===== src/rtl/cpu_io_pkg.sv =====
// Shared types, seven-segment constants and the digit decoder for the CPU I/O responder.
package cpu_io_pkg;

  localparam logic [6:0] SEG_0     = 7'b1000000;
  localparam logic [6:0] SEG_1     = 7'b1111001;
  localparam logic [6:0] SEG_2     = 7'b0100100;
  localparam logic [6:0] SEG_3     = 7'b0110000;
  localparam logic [6:0] SEG_4     = 7'b0011001;
  localparam logic [6:0] SEG_5     = 7'b0010010;
  localparam logic [6:0] SEG_6     = 7'b0000010;
  localparam logic [6:0] SEG_7     = 7'b1111000;
  localparam logic [6:0] SEG_8     = 7'b0000000;
  localparam logic [6:0] SEG_9     = 7'b0010000;
  localparam logic [6:0] SEG_BLANK = 7'b1111111;
  localparam logic [6:0] SEG_DASH  = 7'b0111111;

  localparam logic [31:0] DISP_MAX = 32'd999;

  typedef enum logic {RD_IDLE, RD_WAIT} rd_state_t;
  typedef enum logic {WR_IDLE, WR_CONV} wr_state_t;

  // Active-low {g,f,e,d,c,b,a}; non-decimal nibbles blank the digit.
  function automatic logic [6:0] seg7(input logic [3:0] nib);
    case (nib)
      4'd0:    seg7 = SEG_0;
      4'd1:    seg7 = SEG_1;
      4'd2:    seg7 = SEG_2;
      4'd3:    seg7 = SEG_3;
      4'd4:    seg7 = SEG_4;
      4'd5:    seg7 = SEG_5;
      4'd6:    seg7 = SEG_6;
      4'd7:    seg7 = SEG_7;
      4'd8:    seg7 = SEG_8;
      4'd9:    seg7 = SEG_9;
      default: seg7 = SEG_BLANK;
    endcase
  endfunction

endpackage


===== src/rtl/cpu_io_responder_debounce.sv =====
// Pushbutton front end: 2-flop synchronizer, stability counter and a one-cycle
// pulse on each debounced press (active-low button).
module btn_debounce #(
  parameter int DEBOUNCE_CYCLES = 50000
) (
  input  logic clk,
  input  logic reset,
  input  logic btn_raw_i,
  output logic press_o
);

  localparam int CNT_W = (DEBOUNCE_CYCLES > 2) ? $clog2(DEBOUNCE_CYCLES) : 1;
  localparam logic [CNT_W-1:0] CNT_MAX = CNT_W'(DEBOUNCE_CYCLES - 1);

  logic             sync1_q, sync2_q;
  logic             deb_q, deb_d;
  logic [CNT_W-1:0] cnt_q, cnt_d;
  logic             press_q, press_d;

  always_ff @(posedge clk or posedge reset) begin
    if (reset) begin
      sync1_q <= 1'b1;
      sync2_q <= 1'b1;
      deb_q   <= 1'b1;
      cnt_q   <= '0;
      press_q <= 1'b0;
    end else begin
      sync1_q <= btn_raw_i;
      sync2_q <= sync1_q;
      deb_q   <= deb_d;
      cnt_q   <= cnt_d;
      press_q <= press_d;
    end
  end

  // A flip away from released (1) is a press; the opposite flip is silent.
  always_comb begin
    deb_d   = deb_q;
    cnt_d   = '0;
    press_d = 1'b0;
    if (sync2_q != deb_q) begin
      if (cnt_q == CNT_MAX) begin
        deb_d   = sync2_q;
        press_d = deb_q;
      end else begin
        cnt_d = cnt_q + 1'b1;
      end
    end
  end

  assign press_o = press_q;

endmodule


===== src/rtl/cpu_io_responder.sv =====
// CPU-facing I/O responder: switch reads gated by a debounced key press, and
// display writes converted to three BCD seven-segment digits by shift-add-3.
module cpu_io_responder
  import cpu_io_pkg::*;
#(
  parameter int DEBOUNCE_CYCLES = 50000,
  parameter int SW_W            = 16
) (
  input  logic            clk,
  input  logic            reset,
  input  logic [SW_W-1:0] switch,
  input  logic            btn_enter,
  input  logic            rd_req,
  output logic            rd_valid,
  output logic [31:0]     rd_data,
  output logic            rd_busy,
  input  logic            wr_en,
  input  logic [31:0]     wr_data,
  output logic            wr_ready,
  output logic [6:0]      display2,
  output logic [6:0]      display1,
  output logic [6:0]      display0
);

  logic press;

  btn_debounce #(.DEBOUNCE_CYCLES(DEBOUNCE_CYCLES)) u_debounce (
    .clk       (clk),
    .reset     (reset),
    .btn_raw_i (btn_enter),
    .press_o   (press)
  );

  rd_state_t   rd_state_q, rd_state_d;
  logic        rd_valid_q, rd_valid_d;
  logic [31:0] rd_data_q, rd_data_d;

  always_ff @(posedge clk or posedge reset) begin
    if (reset) begin
      rd_state_q <= RD_IDLE;
      rd_valid_q <= 1'b0;
      rd_data_q  <= '0;
    end else begin
      rd_state_q <= rd_state_d;
      rd_valid_q <= rd_valid_d;
      rd_data_q  <= rd_data_d;
    end
  end

  // Presses outside RD_WAIT are dropped so a stale press never satisfies a later request.
  always_comb begin
    rd_state_d = rd_state_q;
    rd_valid_d = 1'b0;
    rd_data_d  = rd_data_q;
    case (rd_state_q)
      RD_IDLE: if (rd_req) rd_state_d = RD_WAIT;
      RD_WAIT: begin
        if (press) begin
          rd_valid_d = 1'b1;
          rd_data_d  = 32'(switch);
          rd_state_d = RD_IDLE;
        end else if (!rd_req) begin
          rd_state_d = RD_IDLE;
        end
      end
      default: rd_state_d = RD_IDLE;
    endcase
  end

  assign rd_valid = rd_valid_q;
  assign rd_data  = rd_data_q;
  assign rd_busy  = (rd_state_q == RD_WAIT);

  wr_state_t   wr_state_q, wr_state_d;
  logic [9:0]  bin_q, bin_d;
  logic [11:0] bcd_q, bcd_d;
  logic [3:0]  iter_q, iter_d;
  logic        ovf_q, ovf_d;
  logic        upd_q, upd_d;
  logic [6:0]  disp2_q, disp2_d, disp1_q, disp1_d, disp0_q, disp0_d;
  logic [11:0] bcd_adj;
  logic [21:0] shifted;

  always_ff @(posedge clk or posedge reset) begin
    if (reset) begin
      wr_state_q <= WR_IDLE;
      bin_q      <= '0;
      bcd_q      <= '0;
      iter_q     <= '0;
      ovf_q      <= 1'b0;
      upd_q      <= 1'b0;
      disp2_q    <= SEG_BLANK;
      disp1_q    <= SEG_BLANK;
      disp0_q    <= SEG_BLANK;
    end else begin
      wr_state_q <= wr_state_d;
      bin_q      <= bin_d;
      bcd_q      <= bcd_d;
      iter_q     <= iter_d;
      ovf_q      <= ovf_d;
      upd_q      <= upd_d;
      disp2_q    <= disp2_d;
      disp1_q    <= disp1_d;
      disp0_q    <= disp0_d;
    end
  end

  // Ten iterations cover the 10-bit binary; the display refresh lands one edge later.
  always_comb begin
    for (int n = 0; n < 3; n++) begin
      bcd_adj[n*4 +: 4] = (bcd_q[n*4 +: 4] >= 4'd5) ? bcd_q[n*4 +: 4] + 4'd3
                                                    : bcd_q[n*4 +: 4];
    end
    shifted    = {bcd_adj, bin_q} << 1;
    wr_state_d = wr_state_q;
    bin_d      = bin_q;
    bcd_d      = bcd_q;
    iter_d     = iter_q;
    ovf_d      = ovf_q;
    upd_d      = 1'b0;
    disp2_d    = disp2_q;
    disp1_d    = disp1_q;
    disp0_d    = disp0_q;
    case (wr_state_q)
      WR_IDLE: begin
        if (wr_en) begin
          ovf_d      = wr_data[31] || (wr_data > DISP_MAX);
          bin_d      = wr_data[9:0];
          bcd_d      = '0;
          iter_d     = '0;
          wr_state_d = WR_CONV;
        end
      end
      WR_CONV: begin
        {bcd_d, bin_d} = shifted;
        iter_d         = iter_q + 4'd1;
        if (iter_q == 4'd9) begin
          wr_state_d = WR_IDLE;
          upd_d      = 1'b1;
        end
      end
      default: wr_state_d = WR_IDLE;
    endcase
    if (upd_q) begin
      disp2_d = ovf_q ? SEG_DASH : seg7(bcd_q[11:8]);
      disp1_d = ovf_q ? SEG_DASH : seg7(bcd_q[7:4]);
      disp0_d = ovf_q ? SEG_DASH : seg7(bcd_q[3:0]);
    end
  end

  assign wr_ready = (wr_state_q == WR_IDLE);
  assign display2 = disp2_q;
  assign display1 = disp1_q;
  assign display0 = disp0_q;

endmodule


===== config.mk =====
export PLATFORM = sky130hd
export DESIGN_NAME = cpu_io_responder
export DESIGN_NICKNAME = d
export VERILOG_FILES = /design/src/rtl/cpu_io_pkg.sv /design/src/rtl/cpu_io_responder_debounce.sv /design/src/rtl/cpu_io_responder.sv
export SDC_FILE = /design/constraint.sdc
export NUM_CORES = 1
export LEC_CHECK = 0
export CAP_MARGIN = 20
export CORE_UTILIZATION = 50
export DETAILED_ROUTE_END_ITERATION = 16
export PLACE_DENSITY = 0.81
export SLEW_MARGIN = 20
export SYNTH_ARGS = -nofsm -noshare
export SYNTH_HDL_FRONTEND = slang
export SYNTH_SLANG_ARGS = --single-unit

===== constraint.sdc =====
create_clock -name clk -period 4 [get_ports clk]
set_clock_uncertainty 0.2 [all_clocks]
set_input_delay 0.6 -clock clk [delete_from_list [all_inputs] [get_ports clk]]
set_output_delay 0.6 -clock clk [all_outputs]
set_load 0.01 [all_outputs]

After elaboration in Yosys (flattened, before gate mapping)
Memories as Yosys holds them, arrays and structs flattened.
Cells that the tools add are included.
- input bits: 53
- memories: 3
- register bits: 88
- output and inout bits: 56
- logic and storage cells: 65
- memory bits (read-only): 336
- reductions and logical operators: 4
- add/sub/neg operators: 5
- bitwise logic cells: 2
- magnitude comparators: 4
- muxes and demuxes: 26
- equality and inequality tests: 4
- memories (memory ; words ; bits a word ; rd ports ; clocked after memory_dff ; wr ports ; line ; text):
    (no name shown) ; 16 ; 7 ; 1 ; 0 ; 0 ; cpu_io_pkg.sv:24 ; case (nib)
    (no name shown) ; 16 ; 7 ; 1 ; 0 ; 0 ; cpu_io_pkg.sv:24 ;
    (no name shown) ; 16 ; 7 ; 1 ; 0 ; 0 ; cpu_io_pkg.sv:24 ;
- operators by type and width (cell ; count):
    greater-than comparator 32 x 10 -> 1 bit, second input constant ; 1
    two-way mux 16 bit ; 2
    one-hot mux 12 bit (2 select lines) ; 1
    two-way mux 7 bit ; 3
    one-hot mux 10 bit (2 select lines) ; 1
    adder 16 x 1 -> 16 bit, second input constant ; 1
    equality test 16 bit, second input constant ; 1
    >= comparator 4 x 3 -> 1 bit, second input constant ; 3
    two-way mux 12 bit ; 1
    two-way mux 4 bit ; 3
    two-way mux 1 bit ; 10
    two-way mux 10 bit ; 1
    adder 4 x 2 -> 4 bit, second input constant ; 2
    one-hot mux 4 bit (2 select lines) ; 1
    AND reduction 2 bit ; 3
    adder 4 x 1 -> 4 bit, second input constant ; 1
    equality test 4 bit, second input constant ; 1
    one-hot mux 1 bit (2 select lines) ; 2
    adder 3 x 2 -> 3 bit, second input constant ; 1
    two-way mux 3 bit ; 1
    inequality test 2 bit, second input constant ; 1
    inverter 1 bit ; 2
    logical OR 1 bit ; 1
    inequality test 1 bit ; 1

Longest topological paths before layout
Gate-level depths: netlist of run 1.
- word-level depth: 3
- gate-level depth with buffers: 6
- depth with buffers taken out: 6

By module
Synthesis of run 1 repeated with hierarchy kept, for this count alone.
- cell total of the unflattened synthesis: 437
- area, all modules: 4541.9 um^2
- modules (own cells, without submodules) (module ; cells each ; area each (um^2) ; times used ; sequential area each (um^2)):
    cpu_io_responder ; 348 ; 3603.5 ; 1 ; 1727.9
    btn_debounce ; 89 ; 938.4 ; 1 ; 504.2

Worst setup path before layout of run 1
Ideal clock, no wire load.
- path type: register to register
- start: register u_debounce.cnt_q[7]
- end: register u_debounce.deb_q
- required time: 3.718 ns
- setup time: 0.082 ns
- path buffers: 1
- setup slack: 1.957 ns
- arrival: 1.761 ns
- period minus slack after synthesis: 2.043 ns
- stages on the path, launching flop included: 5
- cell sequence: dfrtp_1 buf_6 or4_1 or4_4 mux2_4
- longest elaborated chain between the ends: 2
- ends and longest elaborated chain (item ; line ; text):
    start, declared ; cpu_io_responder_debounce.sv:17 ; logic [CNT_W-1:0] cnt_q, cnt_d;
    start signal, assigned ; cpu_io_responder_debounce.sv:31 ; cnt_q <= cnt_d;
    equality test 16 bit ; cpu_io_responder_debounce.sv:42 ; if (cnt_q == CNT_MAX) begin
    AND reduction 2 bit (no line) ; -- ;
    end signal, assigned ; cpu_io_responder_debounce.sv:24 ; deb_q <= 1'b1;
    end signal, assigned ; cpu_io_responder_debounce.sv:30 ; deb_q <= deb_d;
    end, declared ; cpu_io_responder_debounce.sv:16 ; logic deb_q, deb_d;
Every way passes these cells.
A chain may end at the register's enable or synchronous reset.

Worst setup path in the final report of run 1
- start: register wr_state_q
- end: output port wr_ready
- longest elaborated chain between the ends: 1
- ends and longest elaborated chain (item ; line ; text):
    start, declared ; cpu_io_responder.sv:74 ; wr_state_t wr_state_q, wr_state_d;
    start signal, assigned ; cpu_io_responder.sv:96 ; wr_state_q <= wr_state_d;
    inverter 1 bit ; -- ;
    end, declared ; cpu_io_responder.sv:19 ; output logic wr_ready,
Every way passes these cells.

==> results of run 1 <==
## through the flow
step	area (um2)	setup WS [ns]
after floorplan	4470	0.961
after global placement	5360	1.71
after detailed placement	5360	1.68
after CTS	5590	1.51
after global routing	5590	1.42
final	5590	1.52
## logic make-up (layout without fill, tap and decap cells)
logic type	Yosys count	in the layout	synth area share (%)
DFF	88	88	50.5
AOI/OAI and AO/OA	84	84	11.0
and+or+nand+nor	141	141	15.2
buffers and inverters	59	135	6.71
other	1	16	0.0849
muxes	30	30	7.37
adders and majority gates	18	18	5.10
xor gates and xnor gates	20	20	3.97
## metal layers
metal | track usage, % | vias up | wire length, um
li1 | - | 1657 | -
met1 | 27.6 | 1612 | 4120
met2 | 35.8 | 87 | 4280
met3 | 3.87 | 9 | 396
met4 | 7.96 | 0 | 112
met5 | 0 | - | 0
## state kept, by name, indices dropped and copies added, names as in the netlist
signal and cells:
rd_data 16, u_debounce.cnt_q 16, bcd_q 12, bin_q 10, display0 7, display1 7
display2 7, iter_q 4, ovf_q 1, rd_busy 1, rd_valid 1, u_debounce.deb_q 1
u_debounce.press_o 1, u_debounce.sync1_q 1, u_debounce.sync2_q 1, upd_q 1, wr_state_q 1
## cell usage in the layout (no fill, tap or decap), drive strengths merged, types with 3 or more instances in the layout
master,instances
buf,3
inv,26
nor2,62
mux2i,13
nand4,8
clkdlybuf4s50,92
dfstp,24
xor2,5
dfrtp,64
nor4,5
or3,4
o211ai,3
nand2,32
nand3,6
xnor2,15
and4,3
a211oi,3
clkbuf,10
nor3,4
o21ai,24
ha,18
a21oi,36
nor3b,4
o22ai,6
nand2b,3
conb,16
o22a,3
mux2,17
## synth_stat cells (2+ instances only)
master and instances:
clkbuf_1 15, buf_1 2, nand2_1 31, nor2_1 62, dfrtp_1 64, buf_6 2, xor2_1 5, nand2b_1 3
nor3_1 4, and2_1 2, ha_1 18, a32o_1 2, nand3_1 6, nand4_1 8, inv_1 23, mux2_2 16
nor4_1 5, o22a_1 3, xnor2_1 15, a22o_1 2, o211ai_1 3, nor3b_1 4, mux2i_1 13, nor2b_1 2
o21ai_0 24, o22ai_1 6, a21oi_1 36, buf_4 16, or3_1 4, a211oi_1 3, and4_1 3, dfstp_2 24
## power by group
group          total (uW)  internal (uW)  switching, uW
Combinational        1230            628            604
Sequential           1440           1170            264
Clock                 709            378            331
Total                3380           2180           1200
## final cells by class
class | count | area share (%)
Clock inverter | 6 | 1.70
Timing Repair Buffer | 95 | 17.1
Tap cell | 105 | 2.35
Multi-Input combinational cell | 309 | 34.8
Sequential cell | 88 | 39.9
Inverter | 24 | 1.63
Clock buffer | 10 | 2.46
## final timing paths
path / from / to / slack (ns) / depth (start not counted)
setup / recovery: wr_state_q$_DFF_PP0_ / wr_ready / 1.52 / 2
hold / removal: u_debounce.sync1_q$_DFF_PP1_ / u_debounce.sync2_q$_DFF_PP1_ / 0.17 / 0
setup reg to reg: upd_q$_DFF_PP0_ / display2[0]$_DFFE_PP1P_ / 1.80 / 4
hold reg to reg: u_debounce.sync1_q$_DFF_PP1_ / u_debounce.sync2_q$_DFF_PP1_ / 0.17 / 0
max in group asynchronous: reset / display0[1]$_DFFE_PP1P_ / 2.39 / 3
min in group asynchronous: reset / iter_q[3]$_DFFE_PP0P_ / 0.46 / 2
==> results.json, run 1 <==
{
  "status": "completed",
  "ys_seq_area_share_pct": 50.5,
  "drt-pass1-iter-count": 4,
  "dieArea_um2": 9210,
  "synth_top_area_share_pct": 36.3,
  "fillers": 657,
  "post-route-min-period_ns": 2.48,
  "die_w_um": 96.0,
  "grt_usage_pct": 21.3,
  "max_stage_delay_ns": 0.61,
  "final_cells": 637,
  "setup_viol": 0,
  "clk_latency_ns": 0.36,
  "finalPower_uw": 3380,
  "max-slew-margin-rel_pct": 49.0,
  "finalMaxSlewViolations": 0,
  "ys.flop_type": "dfrtp_1",
  "htree_levels": 3,
  "finalSetupTns_ns": 0,
  "place_congestion": 0.874,
  "arrival_ns": 1.68,
  "die_h_um": 96.0,
  "cts_tree": "built",
  "clk_pin_slew_worst_paths_ns": 0.10,
  "synth-async-reset-ratio_pct": 100,
  "drtIter0Drc": 238,
  "ant_nets": 0,
  "route.detailed.drc": 0,
  "synth_area_per_cell_um2": 10.0,
  "netlist_instances": 441,
  "ctsHoldBuffers": 0,
  "routed_wl_um": 8910,
  "port_buffers": 92,
  "post-route-util_pct": 66.7,
  "hold_viol": 0,
  "post-place-cells": 621,
  "worst_setup_path_end_kind": "output pin",
  "dpl.hpwl_um": 6420,
  "synth_cell_types": 47,
  "grt_pass1_wl_um": 15100,
  "grt.overflow.total": 0,
  "io_pins": 109,
  "wire_per_inst_um": 14.0,
  "clockRootBuffer": "clkbuf_8",
  "crit_chain": "clkinv_1 -> clkdlybuf4s50_1",
  "drv_cap": 0,
  "synth_seq_cells": 88,
  "cts_buffers": 9,
  "vdd_drop_max_v": 0.000274,
  "crit_path_start_kind": "flip-flop",
  "placementRows": 33,
  "crit_type": "reg -> out",
  "rsz0062_at_grt": "no",
  "drive_gt1_share_pct": 12.2,
  "grt_max_degree": 49,
  "worst_slew_pin_slew_ns": 0.765,
  "fin_crit_sh_pct": 62.0,
  "holdWs_ns": 0.169,
  "drt-vias-per-instance": 5.28,
  "hold_path.class": "reg -> reg",
  "powerDensity_nw_per_um2": 605,
  "critical-path-top-delay-family": "buffers and inverters",
  "core-area_um2": 8380,
  "antenna_found_initial": 0,
  "synth_warnings": 0,
  "fmax_mhz": 403,
  "power.leakage_uw": 0.00240,
  "path_max_fanout": 17,
  "start_util_pct": 52.7,
  "nNetsFinal": 598,
  "multi_input_area_um2": 1940,
  "synth_top_area_cell": "dfrtp_1",
  "worstPathRequired_ns": 3.20,
  "cts.path.max_buffers": 2,
  "cts_setup_buffers": 0,
  "num_vias": 3365,
  "synth_edf_count": 0,
  "antenna_cells": 0,
  "path_buf_inv": 2,
  "clkSinkCount": 88,
  "synth.area.top_cells": "dfrtp_1 (36%), dfstp_2 (14%), nor2_1 (5.3%)",
  "slowest_stage": "clkdlybuf4s50_1",
  "area.sequential_um2": 2230,
  "syn_area_um2": 4420,
  "grt_pass1_vias": 3262,
  "syn2layout_area_growth_pct": 26.5,
  "ctsResizeCount": 0
}
(Power assumes the default switching activity.)
==> run 2: changes to the inputs <==
clock period = 2.37 ns   (was 4 ns; I/O delays follow)
==> run 2 against run 1 <==
  * Via count is 1.2% higher
  * Die area unchanged
  * Cell count is 0.63% higher
  * Worst setup slack lost 1.3 ns
  * Hold slack lost 0.098 ns
  * Sequential cell count unchanged
  * Cell area grew 0.63%
  * Utilization is 0.42 points higher
  * Critical endpoint is now u_debounce.deb_q$_DFFE_PP1P_
  * Largest cell class unchanged
==> results.json, run 2 (synthesis results as in run 1) <==
{
  "dieArea_um2": 9210,
  "clk_latency_ns": 0.35,
  "swShare_pct": 34.6,
  "status": "completed",
  "power.leakage_uw": 0.00241,
  "placed_area_um2": 5390,
  "pwr-share-seq_pct": 41.8,
  "crit_type": "reg -> reg",
  "grt_pass1_vias": 3186,
  "mostFrequentLayoutCell": "clkdlybuf4s50_1",
  "core-area_um2": 8380,
  "cts.path.max_buffers": 2,
  "nNetsFinal": 602,
  "cts_tree": "built",
  "clockRootBuffer": "clkbuf_8",
  "wire_per_inst_um": 13.9,
  "die_w_um": 96.0,
  "worst_setup_path_end_kind": "flip-flop",
  "antenna_found_initial": 0,
  "clk_pin_slew_worst_paths_ns": 0.09,
  "cts_setup_buffers": 0,
  "htree_levels": 3,
  "port_buffers": 92,
  "final_area_um2": 5620,
  "switchingPower_uw": 1990,
  "cts_buffers": 9,
  "drtIter0Drc": 130,
  "ctsResizeCount": 0,
  "worst_slew_pin_slew_ns": 0.782,
  "fmax_mhz": 472,
  "num_vias": 3405,
  "start_util_pct": 52.7,
  "drt-pass1-iter-count": 4,
  "max-slew-margin-rel_pct": 47.8,
  "drt-vias-per-instance": 5.31,
  "routed_wl_um": 8880,
  "grt_max_degree": 58,
  "powerDensity_nw_per_um2": 1020,
  "rsz0062_at_grt": "no",
  "io_pins": 109,
  "place_congestion": 0.836,
  "clkSinkCount": 88,
  "hold_viol": 0,
  "combPwrFrac_pct": 37.0,
  "dpl.hpwl_um": 6420,
  "antenna_cells": 0,
  "drive_gt1_share_pct": 12.7,
  "finalSetupTns_ns": 0,
  "setup_viol": 0,
  "placementRows": 33,
  "ctsHoldBuffers": 0,
  "post-route-min-period_ns": 2.12,
  "die_h_um": 96.0,
  "hold_path.class": "in -> async",
  "vdd_drop_max_v": 0.000655,
  "final_cell_mix": "clkdlybuf4s50_1 (92), dfrtp_1 (64), nor2_1 (62)",
  "path_max_fanout": 6,
  "drv_cap": 0,
  "grt.overflow.total": 0,
  "worstPathRequired_ns": 2.46,
  "arrival_ns": 2.21,
  "grt_usage_pct": 21.3,
  "fin_crit_sh_pct": 89.4,
  "p_int_uw": 3760,
  "clkPwrFrac_pct": 21.2,
  "finalMaxSlewViolations": 0,
  "fillers": 642,
  "crit_path_start_kind": "flip-flop",
  "route.detailed.drc": 0,
  "r2r_slack_ns": 0.25,
  "grt_pass1_wl_um": 14900,
  "ant_nets": 0,
  "syn2layout_area_growth_pct": 27.3
}
## run 2: layout make-up
class	count	area, um2	share of cell area, %
clock buffer	10	128	2.27
clock inverter	6	108	1.91
inverter	24	93.8	1.67
multi-input combinational	309	1940	34.6
sequential	88	2230	39.7
tap	105	131	2.34
timing repair buffer	99	986	17.5
## run 2: stage by stage
| stage | hold slack, ns | setup WS [ns] | utilization [%] | power (uW) | cells |
|---|---|---|---|---|---|
| after floorplan | 0.145 | 0.327 | - | 3810 | 456 |
| after global placement | 0.146 | 0.323 | 64.3 | 4450 | 625 |
| after detailed placement | 0.154 | 0.282 | 64.3 | 4560 | 625 |
| after CTS | 0.0633 | 0.263 | 67.1 | 5790 | 641 |
| after global routing | 0.0752 | 0.220 | 67.1 | 6200 | 641 |
| final | 0.0711 | 0.251 | 67.1 | 5750 | 641 |
## run 2: final timing paths
path | startpoint | end | cells past startpoint
setup reg to reg | u_debounce.cnt_q[4]$_DFF_PP0_ | u_debounce.deb_q$_DFFE_PP1P_ | 3
max in group asynchronous | reset | display1[0]$_DFFE_PP1P_ | 3
hold reg to reg | u_debounce.sync1_q$_DFF_PP1_ | u_debounce.sync2_q$_DFF_PP1_ | 0
setup / recovery | u_debounce.cnt_q[4]$_DFF_PP0_ | u_debounce.deb_q$_DFFE_PP1P_ | 3
hold / removal | reset | rd_data[0]$_DFFE_PP0P_ | 2
min in group clk | u_debounce.sync1_q$_DFF_PP1_ | u_debounce.sync2_q$_DFF_PP1_ | 0
## run 2: power groups by stage
stage | registers [uW] | clock network [uW] | logic [uW]
floorplan | 2320 | 0 | 1480
global placement | 2400 | 0 | 2050
detailed placement | 2430 | 0 | 2130
CTS | 2400 | 1240 | 2150
global route | 2470 | 1310 | 2420
finish | 2400 | 1220 | 2130
## run 2: layer usage
layer	vias up	part of all wire, %	GRT usage [%]
li1	1662	-	-
met4	0	0.86	6.34
met3	6	5.7	4.98
met1	1644	46	28.4
met5	-	0	0
met2	93	48	34.6
## run 2: worst max-delay path, cell delays in order (launching register included)
cell and delay, ns:
dfrtp_1 0.45, or4_1 0.55, or4_4 0.54, mux2_4 0.31
==> run 3: changes to the inputs <==
CTS_BUF_LIST = sky130_fd_sc_hd__clkbuf_8 sky130_fd_sc_hd__clkbuf_16   (was default)
PLACE_DENSITY = 0.8   (was 0.81)
SYNTH_HIERARCHICAL = 1   (was default)
==> run 3 against run 2 <==
  * Global-route usage fell by 2.0 points
  * Register-to-register slack improved by 0.07 ns
  * Hold slack improved by 0.088 ns
  * Worst setup slack improved by 0.071 ns
  * Largest power group unchanged
==> results.json, run 3 <==
{
  "status": "completed",
  "dpl.hpwl_um": 6170,
  "drt-pass1-iter-count": 4,
  "grt.overflow.total": 0,
  "synth_area_per_cell_um2": 10.4,
  "drtIter0Drc": 114,
  "arrival_ns": 2.07,
  "grt_max_degree": 41,
  "dieArea_um2": 9470,
  "post-route-util_pct": 64.4,
  "mostFrequentLayoutCell": "clkdlybuf4s50_1",
  "post-route-worst-setup-slack_ns": 0.322,
  "fmax_mhz": 488,
  "grt_pass1_wl_um": 14900,
  "ys_seq_area_share_pct": 49.1,
  "synth_edf_count": 0,
  "syn_area_um2": 4540,
  "finalMaxSlewViolations": 0,
  "ctsResizeCount": 0,
  "synth.most_common_cell": "dfrtp_1",
  "path_max_fanout": 15,
  "htree_levels": 3,
  "io_pins": 109,
  "port_buffers": 92,
  "routed_wl_um": 8500,
  "max-slew-margin-rel_pct": 50.3,
  "worst_slew_pin_slew_ns": 0.745,
  "place_congestion": 0.822,
  "netlist_instances": 437,
  "clockRootBuffer": "clkbuf_8",
  "ys.flop_type": "dfrtp_1",
  "die_h_um": 97.3,
  "synth.area.top_cells": "dfrtp_1 (35%), dfstp_2 (14%), ha_1 (5.0%)",
  "hold_path.class": "reg -> reg",
  "crit_path_start_kind": "flip-flop",
  "synth_cell_types": 54,
  "rsz0062_at_grt": "no",
  "grt_pass1_vias": 3245,
  "num_vias": 3323,
  "syn2layout_area_growth_pct": 24.2,
  "setup_viol": 0,
  "cts.path.max_buffers": 2,
  "drt-vias-per-instance": 5.19,
  "antenna_cells": 0,
  "worst_setup_path_end_kind": "flip-flop",
  "cts_tree": "built",
  "worstPathRequired_ns": 2.39,
  "ant_nets": 0,
  "synth-async-reset-ratio_pct": 100,
  "finalSetupTns_ns": 0,
  "synth_commonest_cells": "dfrtp_1 (64), nor2_1 (52), nand2_1 (33)",
  "final_cell_mix": "clkdlybuf4s50_1 (92), dfrtp_1 (64), nor2_1 (52)",
  "grt_usage_pct": 19.3,
  "powerDensity_nw_per_um2": 971,
  "synth_warnings": 6,
  "cts_buffers": 9,
  "drv_cap": 0,
  "hold_viol": 0,
  "nNetsFinal": 598,
  "cts_setup_buffers": 0,
  "pre_cts_ws_ns": 0.402,
  "route.detailed.drc": 0,
  "clk_pin_slew_worst_paths_ns": 0.08,
  "fin_crit_sh_pct": 86.4,
  "clkSinkCount": 88,
  "synth_top_area_share_pct": 35.3,
  "vdd_drop_max_v": 0.000397,
  "synth_top_area_cell": "dfrtp_1",
  "post-route-min-period_ns": 2.05,
  "synth_seq_cells": 88,
  "clk_latency_ns": 0.35,
  "start_util_pct": 51.8,
  "ctsHoldBuffers": 0,
  "placementRows": 34,
  "wire_per_inst_um": 13.3,
  "die_w_um": 97.3,
  "crit_type": "reg -> reg",
  "drive_gt1_share_pct": 15.8,
  "core-area_um2": 8760,
  "power.leakage_uw": 0.00236,
  "antenna_found_initial": 0
}
[run 3: cell types whose count changed in the layout (fill, tap and decap cells not counted), moves of 4 or more]
cell | previous run | this run
nor4_2 | 0 | 4
o21ai_1 | 0 | 8
a21oi_1 | 36 | 24
o21ai_0 | 24 | 16
nor2_1 | 62 | 52
o22a_1 | 3 | 9
or3_1 | 4 | 0
[run 3: per-stage QoR]
step	instances	power [uW]	hold slack, ns	area (um2)
final	640	5480	0.159	5640
after global routing	640	5930	0.168	5640
after CTS	640	5530	0.161	5640
after detailed placement	624	4590	0.148	5470
after global placement	624	4500	0.146	5470
after floorplan	452	3970	0.117	4600
[run 3: routing by layer]
| layer | share of wire [%] | up-vias | track usage [%] |
|---|---|---|---|
| met3 | 3.5 | 9 | 4.32 |
| met2 | 50 | 61 | 32.1 |
| li1 | - | 1651 | - |
| met4 | 1.1 | 0 | 4.98 |
| met5 | 0 | - | 0 |
| met1 | 45 | 1602 | 25.6 |
[run 3: cell type report]
type	instances	area, um2
tap	108	135
timing repair buffer	99	973
clock inverter	7	48.8
multi-input combinational	305	2040
fill	731	3120
sequential	88	2230
clock buffer	9	124
inverter	24	90.1
[run 3: kinds of logic after synthesis]
| logic type | Yosys count | synth area share [%] |
|---|---|---|
| compound gates | 87 | 12.3 |
| mux | 33 | 7.74 |
| fa+ha+maj | 18 | 4.96 |
| simple gates | 131 | 14.7 |
| flops | 88 | 49.1 |
| other cells | 1 | 0.0826 |
| buf+inv | 59 | 7.19 |
| xor+xnor | 20 | 3.86 |
[run 3: critical path, stage by stage, from the launching register on]
cell and delay (ns):
dfrtp_1 0.44, nor4bb_1 0.46, nand4_1 0.27, nand2_1 0.44, nor2_1 0.11
[run 3: power by group]
group	internal, uW	leakage [uW]	switching [uW]
logic	1130	0.00122	1070
clock network	378	0.0000772	542
registers	1930	0.00106	426
[run 3: final timing paths]
path                                                startpoint                            end  slack (ns)  cells past startpoint
worst max-delay path            u_debounce/cnt_q[11]$_DFF_PP0_  u_debounce/cnt_q[3]$_DFF_PP0_        0.32                      4
worst min-delay path              u_debounce/sync1_q$_DFF_PP1_   u_debounce/sync2_q$_DFF_PP1_        0.16                      0
worst max register to register  u_debounce/cnt_q[11]$_DFF_PP0_  u_debounce/cnt_q[3]$_DFF_PP0_        0.32                      4
worst min register to register    u_debounce/sync1_q$_DFF_PP1_   u_debounce/sync2_q$_DFF_PP1_        0.16                      0
max in group asynchronous                                reset  u_debounce/cnt_q[1]$_DFF_PP0_        1.22                      2
min in group asynchronous                                reset         rd_data[2]$_DFFE_PP0P_        0.22                      3
